File: src/rtl/board_io_pkg.sv
// rtl/board_io_pkg.sv - shared defaults, TX FSM state type and counter-width helper
package board_io_pkg;

  localparam int SW_WIDTH_DEF        = 16;
  localparam int LED_WIDTH_DEF       = 16;
  localparam int SYNC_STAGES_DEF     = 2;
  localparam int DEBOUNCE_CYCLES_DEF = 65536;
  localparam int BLINK_DIV_DEF       = 25000000;
  localparam int N_UART_DEF          = 2;
  localparam int IDLE_CYCLES_DEF     = 1024;

  typedef enum logic {
    LOCKED    = 1'b0,
    WAIT_IDLE = 1'b1
  } tx_state_e;

  // Width able to hold 0..n-1, never narrower than one bit.
  function automatic int cnt_w(input int n);
    return (n <= 2) ? 1 : $clog2(n);
  endfunction

endpackage

File: src/rtl/board_io_sync_if.sv
// rtl/board_io_sync_if.sv - UART source-select bundle between the top and the TX switch
interface board_io_sync_if #(
  parameter int N_UART = 2,
  parameter int SELW   = 1
);
  logic [N_UART-1:0] tx_src;
  logic [SELW-1:0]   sel_req;
  logic              tx_out;
  logic [SELW-1:0]   sel_act;

  modport master (output tx_src, output sel_req, input tx_out, input sel_act);
  modport slave  (input tx_src, input sel_req, output tx_out, output sel_act);
endinterface

File: src/rtl/board_io_debounce.sv
// rtl/board_io_debounce.sv - one switch bit: synchroniser, debounce counter, edge pulses
module board_io_debounce
  import board_io_pkg::*;
#(
  parameter int SYNC_STAGES     = SYNC_STAGES_DEF,
  parameter int DEBOUNCE_CYCLES = DEBOUNCE_CYCLES_DEF
) (
  input  logic clk,
  input  logic rstn,
  input  logic sw_i,
  output logic db_o,
  output logic rise_o,
  output logic fall_o
);

  localparam int             CW       = cnt_w(DEBOUNCE_CYCLES);
  localparam logic [CW-1:0]  CNT_LAST = CW'(DEBOUNCE_CYCLES - 1);

  logic [SYNC_STAGES-1:0] sync_q;
  logic [CW-1:0]          cnt_q, cnt_d;
  logic                   db_q, db_d;
  logic                   rise_q, fall_q;
  logic                   synced, accept;

  assign synced = sync_q[SYNC_STAGES-1];

  // Any cycle matching the accepted value restarts the count, so bounces never leak through.
  always_comb begin
    cnt_d  = '0;
    db_d   = db_q;
    accept = 1'b0;
    if (synced != db_q) begin
      if (cnt_q == CNT_LAST) begin
        accept = 1'b1;
        db_d   = synced;
      end else begin
        cnt_d = cnt_q + 1'b1;
      end
    end
  end

  always_ff @(posedge clk or negedge rstn) begin
    if (!rstn) begin
      sync_q <= '0;
      cnt_q  <= '0;
      db_q   <= 1'b0;
      rise_q <= 1'b0;
      fall_q <= 1'b0;
    end else begin
      sync_q <= {sync_q[SYNC_STAGES-2:0], sw_i};
      cnt_q  <= cnt_d;
      db_q   <= db_d;
      rise_q <= accept & synced;
      fall_q <= accept & ~synced;
    end
  end

  assign db_o   = db_q;
  assign rise_o = rise_q;
  assign fall_o = fall_q;

endmodule

File: src/rtl/board_io_uart.sv
// rtl/board_io_uart.sv - glitch-free UART TX source switch, changes source only on a shared idle window
module board_io_uart
  import board_io_pkg::*;
#(
  parameter int N_UART      = N_UART_DEF,
  parameter int IDLE_CYCLES = IDLE_CYCLES_DEF,
  parameter int SELW        = cnt_w(N_UART)
) (
  input  logic               clk,
  input  logic               rstn,
  board_io_sync_if.slave     bus
);

  localparam int             ICW       = cnt_w(IDLE_CYCLES);
  localparam logic [ICW-1:0] IDLE_LAST = ICW'(IDLE_CYCLES - 1);

  tx_state_e       state_q;
  logic [SELW-1:0] sel_q, req_q;
  logic [ICW-1:0]  idle_q;
  logic            tx_q;
  logic            req_valid, both_high;

  assign req_valid = (bus.sel_req != sel_q) && (32'(bus.sel_req) < N_UART);
  assign both_high = bus.tx_src[sel_q] & bus.tx_src[bus.sel_req];

  always_ff @(posedge clk or negedge rstn) begin
    if (!rstn) begin
      state_q <= LOCKED;
      sel_q   <= '0;
      req_q   <= '0;
      idle_q  <= '0;
      tx_q    <= 1'b1;
    end else begin
      tx_q <= bus.tx_src[sel_q];
      case (state_q)
        LOCKED: begin
          if (req_valid) begin
            state_q <= WAIT_IDLE;
            req_q   <= bus.sel_req;
            idle_q  <= '0;
          end
        end
        WAIT_IDLE: begin
          if (!req_valid) begin
            state_q <= LOCKED;
            idle_q  <= '0;
          end else if (bus.sel_req != req_q) begin
            req_q  <= bus.sel_req;
            idle_q <= '0;
          end else if (!both_high) begin
            idle_q <= '0;
          end else if (idle_q == IDLE_LAST) begin
            sel_q   <= req_q;
            state_q <= LOCKED;
            idle_q  <= '0;
          end else begin
            idle_q <= idle_q + 1'b1;
          end
        end
        default: state_q <= LOCKED;
      endcase
    end
  end

  assign bus.tx_out  = tx_q;
  assign bus.sel_act = sel_q;

endmodule

File: src/rtl/board_io_sync.sv
// rtl/board_io_sync.sv - board I/O: debounced switches with IRQ, blinking LEDs, UART TX source select
module board_io_sync
  import board_io_pkg::*;
#(
  parameter int SW_WIDTH        = SW_WIDTH_DEF,
  parameter int LED_WIDTH       = LED_WIDTH_DEF,
  parameter int SYNC_STAGES     = SYNC_STAGES_DEF,
  parameter int DEBOUNCE_CYCLES = DEBOUNCE_CYCLES_DEF,
  parameter int BLINK_DIV       = BLINK_DIV_DEF,
  parameter int N_UART          = N_UART_DEF,
  parameter int IDLE_CYCLES     = IDLE_CYCLES_DEF
) (
  input  logic                       clk,
  input  logic                       rstn,
  input  logic [SW_WIDTH-1:0]        i_sw,
  output logic [SW_WIDTH-1:0]        o_sw_db,
  output logic [SW_WIDTH-1:0]        o_sw_rise,
  output logic [SW_WIDTH-1:0]        o_sw_fall,
  input  logic [SW_WIDTH-1:0]        i_irq_mask,
  input  logic [SW_WIDTH-1:0]        i_irq_clr,
  output logic [SW_WIDTH-1:0]        o_irq_pend,
  output logic                       o_irq,
  input  logic [LED_WIDTH-1:0]       i_led,
  input  logic [LED_WIDTH-1:0]       i_led_blink,
  output logic [LED_WIDTH-1:0]       o_led,
  input  logic [N_UART-1:0]          i_uart_tx,
  input  logic [cnt_w(N_UART)-1:0]   i_uart_sel,
  output logic                       o_uart_tx,
  output logic [cnt_w(N_UART)-1:0]   o_uart_sel
);

  localparam int             SELW       = cnt_w(N_UART);
  localparam int             BCW        = cnt_w(BLINK_DIV);
  localparam logic [BCW-1:0] BLINK_LAST = BCW'(BLINK_DIV - 1);

  logic [SW_WIDTH-1:0]  pend_q, pend_d;
  logic                 irq_q;
  logic [BCW-1:0]       blink_cnt_q, blink_cnt_d;
  logic                 blink_phase_q;
  logic [LED_WIDTH-1:0] led_s1_q, led_q;

  for (genvar n = 0; n < SW_WIDTH; n++) begin : g_sw
    board_io_debounce #(
      .SYNC_STAGES     (SYNC_STAGES),
      .DEBOUNCE_CYCLES (DEBOUNCE_CYCLES)
    ) u_db (
      .clk    (clk),
      .rstn   (rstn),
      .sw_i   (i_sw[n]),
      .db_o   (o_sw_db[n]),
      .rise_o (o_sw_rise[n]),
      .fall_o (o_sw_fall[n])
    );
  end

  // Set wins over clear so an edge arriving with a clear is never lost.
  assign pend_d      = (pend_q & ~i_irq_clr) | o_sw_rise | o_sw_fall;
  assign blink_cnt_d = (blink_cnt_q == BLINK_LAST) ? '0 : blink_cnt_q + 1'b1;

  always_ff @(posedge clk or negedge rstn) begin
    if (!rstn) begin
      pend_q        <= '0;
      irq_q         <= 1'b0;
      blink_cnt_q   <= '0;
      blink_phase_q <= 1'b0;
      led_s1_q      <= '0;
      led_q         <= '0;
    end else begin
      pend_q        <= pend_d;
      irq_q         <= |(pend_q & i_irq_mask);
      blink_cnt_q   <= blink_cnt_d;
      blink_phase_q <= blink_phase_q ^ (blink_cnt_q == BLINK_LAST);
      led_s1_q      <= i_led & ({LED_WIDTH{blink_phase_q}} | ~i_led_blink);
      led_q         <= led_s1_q;
    end
  end

  assign o_irq_pend = pend_q;
  assign o_irq      = irq_q;
  assign o_led      = led_q;

  board_io_sync_if #(.N_UART(N_UART), .SELW(SELW)) uart_bus ();

  assign uart_bus.tx_src  = i_uart_tx;
  assign uart_bus.sel_req = i_uart_sel;
  assign o_uart_tx        = uart_bus.tx_out;
  assign o_uart_sel       = uart_bus.sel_act;

  board_io_uart #(
    .N_UART      (N_UART),
    .IDLE_CYCLES (IDLE_CYCLES),
    .SELW        (SELW)
  ) u_uart (
    .clk  (clk),
    .rstn (rstn),
    .bus  (uart_bus.slave)
  );

endmodule

File: config.mk
export PLATFORM = sky130hd
export DESIGN_NAME = board_io_sync
export DESIGN_NICKNAME = d
export VERILOG_FILES = /design/src/rtl/board_io_pkg.sv /design/src/rtl/board_io_sync_if.sv /design/src/rtl/board_io_debounce.sv /design/src/rtl/board_io_uart.sv /design/src/rtl/board_io_sync.sv
export SDC_FILE = /design/constraint.sdc
export NUM_CORES = 1
export LEC_CHECK = 0
export ABC_AREA = 0
export CORE_MARGIN = 10
export CORE_UTILIZATION = 58
export CTS_CLUSTER_DIAMETER = 40
export DETAILED_ROUTE_END_ITERATION = 10
export MAX_ROUTING_LAYER = met4
export PLACE_DENSITY_LB_ADDON = 0.12
export SLEW_MARGIN = 15
export SYNTH_ARGS = -nofsm -noshare
export SYNTH_HDL_FRONTEND = slang
export SYNTH_HIERARCHICAL = 1
export SYNTH_SLANG_ARGS = --single-unit
File: constraint.sdc
create_clock -name clk -period 1.95 [get_ports clk]
set_input_delay 0.585 -clock clk [delete_from_list [all_inputs] [get_ports clk]]
set_output_delay 0.585 -clock clk [all_outputs]
set_load 0.01 [all_outputs]
==> qor.csv <==
metric;value;unit
status;completed;
min_period_over_period;97.7;%
antenna_found_initial;1;
seq_power_share;45.2;%
fmax;0.525;GHz
startpoint_type;flip-flop;
clockBufferDepth;3;
nNetsFinal;2041;
synth_edf_count;0;
internal_power;0.0158;W
syn_nets;1796;
p_leak;10.2;nW
layout_setup_ws;0.0442;ns
die_x;200;µm
cts_tree;done;
maxCapViolCount;0;
cts_buffers;53;
initial_utilization;59.4;%
drt_wl_total;37000;µm
core_area;31800;µm²
crit_chain;dlygate4sd2_1;
min_period;1.91;ns
cts-root-buf;clkbuf_16;
synth-async-reset-ratio;100;%
drive_gt1_share;11.5;%
rows;65;
cpLargestDelayFamily;flip-flops;
switching_share;21.4;%
drtIter0Drc;674;
placedCellCount;2308;
grt_pass1_vias;12992;
diodes;0;
path_class;flip-flop to primary output;
grt_pass1_wl;63200;µm
vias;12934;
rsz0062_at_grt;false;
cp_num_buf_inv;1;
netlist_instances;1693;
dr.pass1.iters;5;
avgRoutedWirePerCell;15.3;µm
clk_pin_slew;0.06;ns
finalClockSkew;0.00957;ns
cp_max_fo;1;
ios;168;
cp_slowest_cell;dfrtp_1;
worstSetupEndpointType;primary output;
p_clk_share;51.1;%
powerDensity;872;nW/µm²
grt-ovfl-total;0;
critPathMaxStageDelay;0.43;ns
ys_seq_elements;425;
hold_viol;0;
dieArea;40200;µm²
cp.arrival;1.32;ns
grtUsageTotal;19.0;%
ir_drop;799;µV
relSlewSlack;64.0;%
p_switching;0.00431;W
finalSetupViolCount;0;
grt_start_max_net_pins;76;
finalMaxSlewViolations;0;
setup_tns;0;ns
yosysSeqAreaShare;56.4;%
io_buffer_count;167;
worstMarginPinSlew;0.535;ns
drc;0;
avgSynthCellArea;11.1;µm²
synthFlopType;dfrtp_1;
synthToLayoutAreaGrowth;22.5;%
die_h;200;µm
htree_levels;2;
post-place-ws;-0.234;ns
cts_num_sinks;425;
dp_hpwl;25500;µm
yosysWarnings;6;
p_comb_share;3.7;%
ys_types;55;
via_per_inst;5.36;
final_util;72.7;%
hp-class;flip-flop to flip-flop;
syn_area;18900;µm²
place_congestion;0.859;
fin_cells;2415;
critPathRequiredTime;1.36;ns
clk_latency;0.57;ns
ant_nets;0;
==> final timing paths <==
check	from	end	slack (ns)	cells past startpoint
setup / recovery	o_led[7]$_DFF_PN0_	o_led[7]	0.04	1
hold / removal	led_s1_q[6]$_DFF_PN0_	o_led[6]$_DFF_PN0_	0.35	0
setup reg to reg	blink_cnt_q[18]$_DFF_PN0_	blink_cnt_q[12]$_DFF_PN0_	0.14	5
hold reg to reg	led_s1_q[6]$_DFF_PN0_	o_led[6]$_DFF_PN0_	0.35	0
max in group asynchronous	rstn	g_sw[11].u_db/db_o$_DFFE_PN0P_	0.74	3
min in group asynchronous	rstn	g_sw[7].u_db/sync_q[1]$_DFF_PN0_	0.50	2
==> repair_timing <==
item                                    4_1_cts  5_1_grt
gates resized for setup                      89        6
endpoints found under the setup margin       83        7
hold endpoints to repair                     24        0
buffers inserted                              4        5
hold buffers                                  1        0
pin swaps                                     0        0
==> sequential cells by signal, indices dropped and copies added, names as in the netlist, 10 cells and up <==
name              flops
g_sw.u_db/cnt_q     256
g_sw.u_db/sync_q     32
blink_cnt_q          25
g_sw.u_db/db_o       16
g_sw.u_db/fall_o     16
g_sw.u_db/rise_o     16
led_s1_q             16
o_irq_pend           16
o_led                16
u_uart/idle_q        10
==> cells by family after synthesis <==
| family | Yosys count | share of synthesized area (%) |
|---|---|---|
| AND/OR/NAND/NOR | 802 | 23.7 |
| multiplexers | 19 | 1.45 |
| flip-flops | 425 | 56.4 |
| adder cells (fa/ha/maj) | 18 | 1.19 |
| buffers and inverters | 93 | 2.61 |
| XOR/XNOR | 256 | 11.9 |
| AO/OA/AOI/OAI | 80 | 2.78 |
==> through the flow <==
step           hold WS (ns)  power, W  area [µm²]
4_1_cts               0.347    0.0204       23100
5_1_grt               0.349    0.0209       23100
3_5_place_dp          0.335    0.0100       21200
3_3_place_gp          0.332    0.0100       21200
2_1_floorplan         0.289   0.00954       18900
6_report              0.346    0.0202       23100
==> cell type report <==
class,instances,area [µm²]
clock inverter,32,413
tap,435,544
multi-input combinational,1175,7750
clock buffer,65,1490
fill,2265,8680
timing repair buffer,210,2000
inverter,73,274
sequential,425,10600
==> Yosys cell counts, types with 3 or more instances <==
cell type  number  area [µm²]
a21boi_0       16         120
a21oi_1         8        40.0
a221oi_1        4        35.0
a22o_1          5        43.8
a31oi_1         6        37.5
and3_1          6        37.5
and4_1         22         193
buf_6          19         214
dfrtp_1       424       10600
ha_1           18         225
inv_1          73         274
mux2_4         16         240
nand2_1        80         300
nand2b_4       16         220
nand3_1        79         395
nand3_2         3        30.0
nand3b_1        4        30.0
nand4_1        69         432
nand4_4        17         362
nor2_1        317        1190
nor2b_1         3        18.8
nor3_1         51         255
nor3b_1        32         240
nor4_1         68         425
o21ai_0        26         130
o21ai_1         4        20.0
or3_1           5        31.3
or4_4          17         191
xnor2_1       187        1640
xor2_1         69         604
==> placed cells by master (no fill, tap or decap), drive strengths merged, types with 2 or more instances in the layout <==
cell type / synthesis / routed
a21oi: 11 / 11
or3: 5 / 5
or4: 19 / 19
clkdlybuf4s15: 0 / 4
xor2: 69 / 69
a22o: 5 / 5
clkinvlp: 0 / 5
a221oi: 4 / 4
inv: 73 / 78
xnor2: 187 / 187
buf: 19 / 43
nand2: 80 / 80
nor4b: 2 / 2
a21boi: 16 / 16
and4: 23 / 23
o31ai: 2 / 2
clkdlybuf4s50: 0 / 83
a31oi: 6 / 6
nand2b: 16 / 16
dfrtp: 424 / 424
nor2: 317 / 317
ha: 18 / 18
nand4b: 2 / 2
nor4: 68 / 68
clkinv: 0 / 14
nor3: 52 / 52
nand3: 82 / 82
nand3b: 4 / 4
nor3b: 32 / 32
mux2: 18 / 18
nor2b: 3 / 3
and3: 6 / 6
nand4: 87 / 87
clkbuf: 1 / 65
o21ai: 30 / 30
dlygate4sd2: 0 / 79
bufinv: 0 / 8
==> power groups by stage <==
stage,registers [W],clock network (W),logic (W)
final,0.00911,0.0103,0.000741
after global routing,0.00913,0.0109,0.000846
after detailed placement,0.00927,0,0.000768
after CTS,0.00911,0.0105,0.000765
after floorplan,0.00925,0,0.000292
after global placement,0.00926,0,0.000750
==> per-layer routing <==
metal  share of wire [%]  global-route usage, %
met5                   0                      -
met1                  45                   24.2
met4                 1.8                   5.33
met2                  48                   29.7
met3                 4.6                   4.58
No activity file was read; power rests on OpenSTA's default activity.
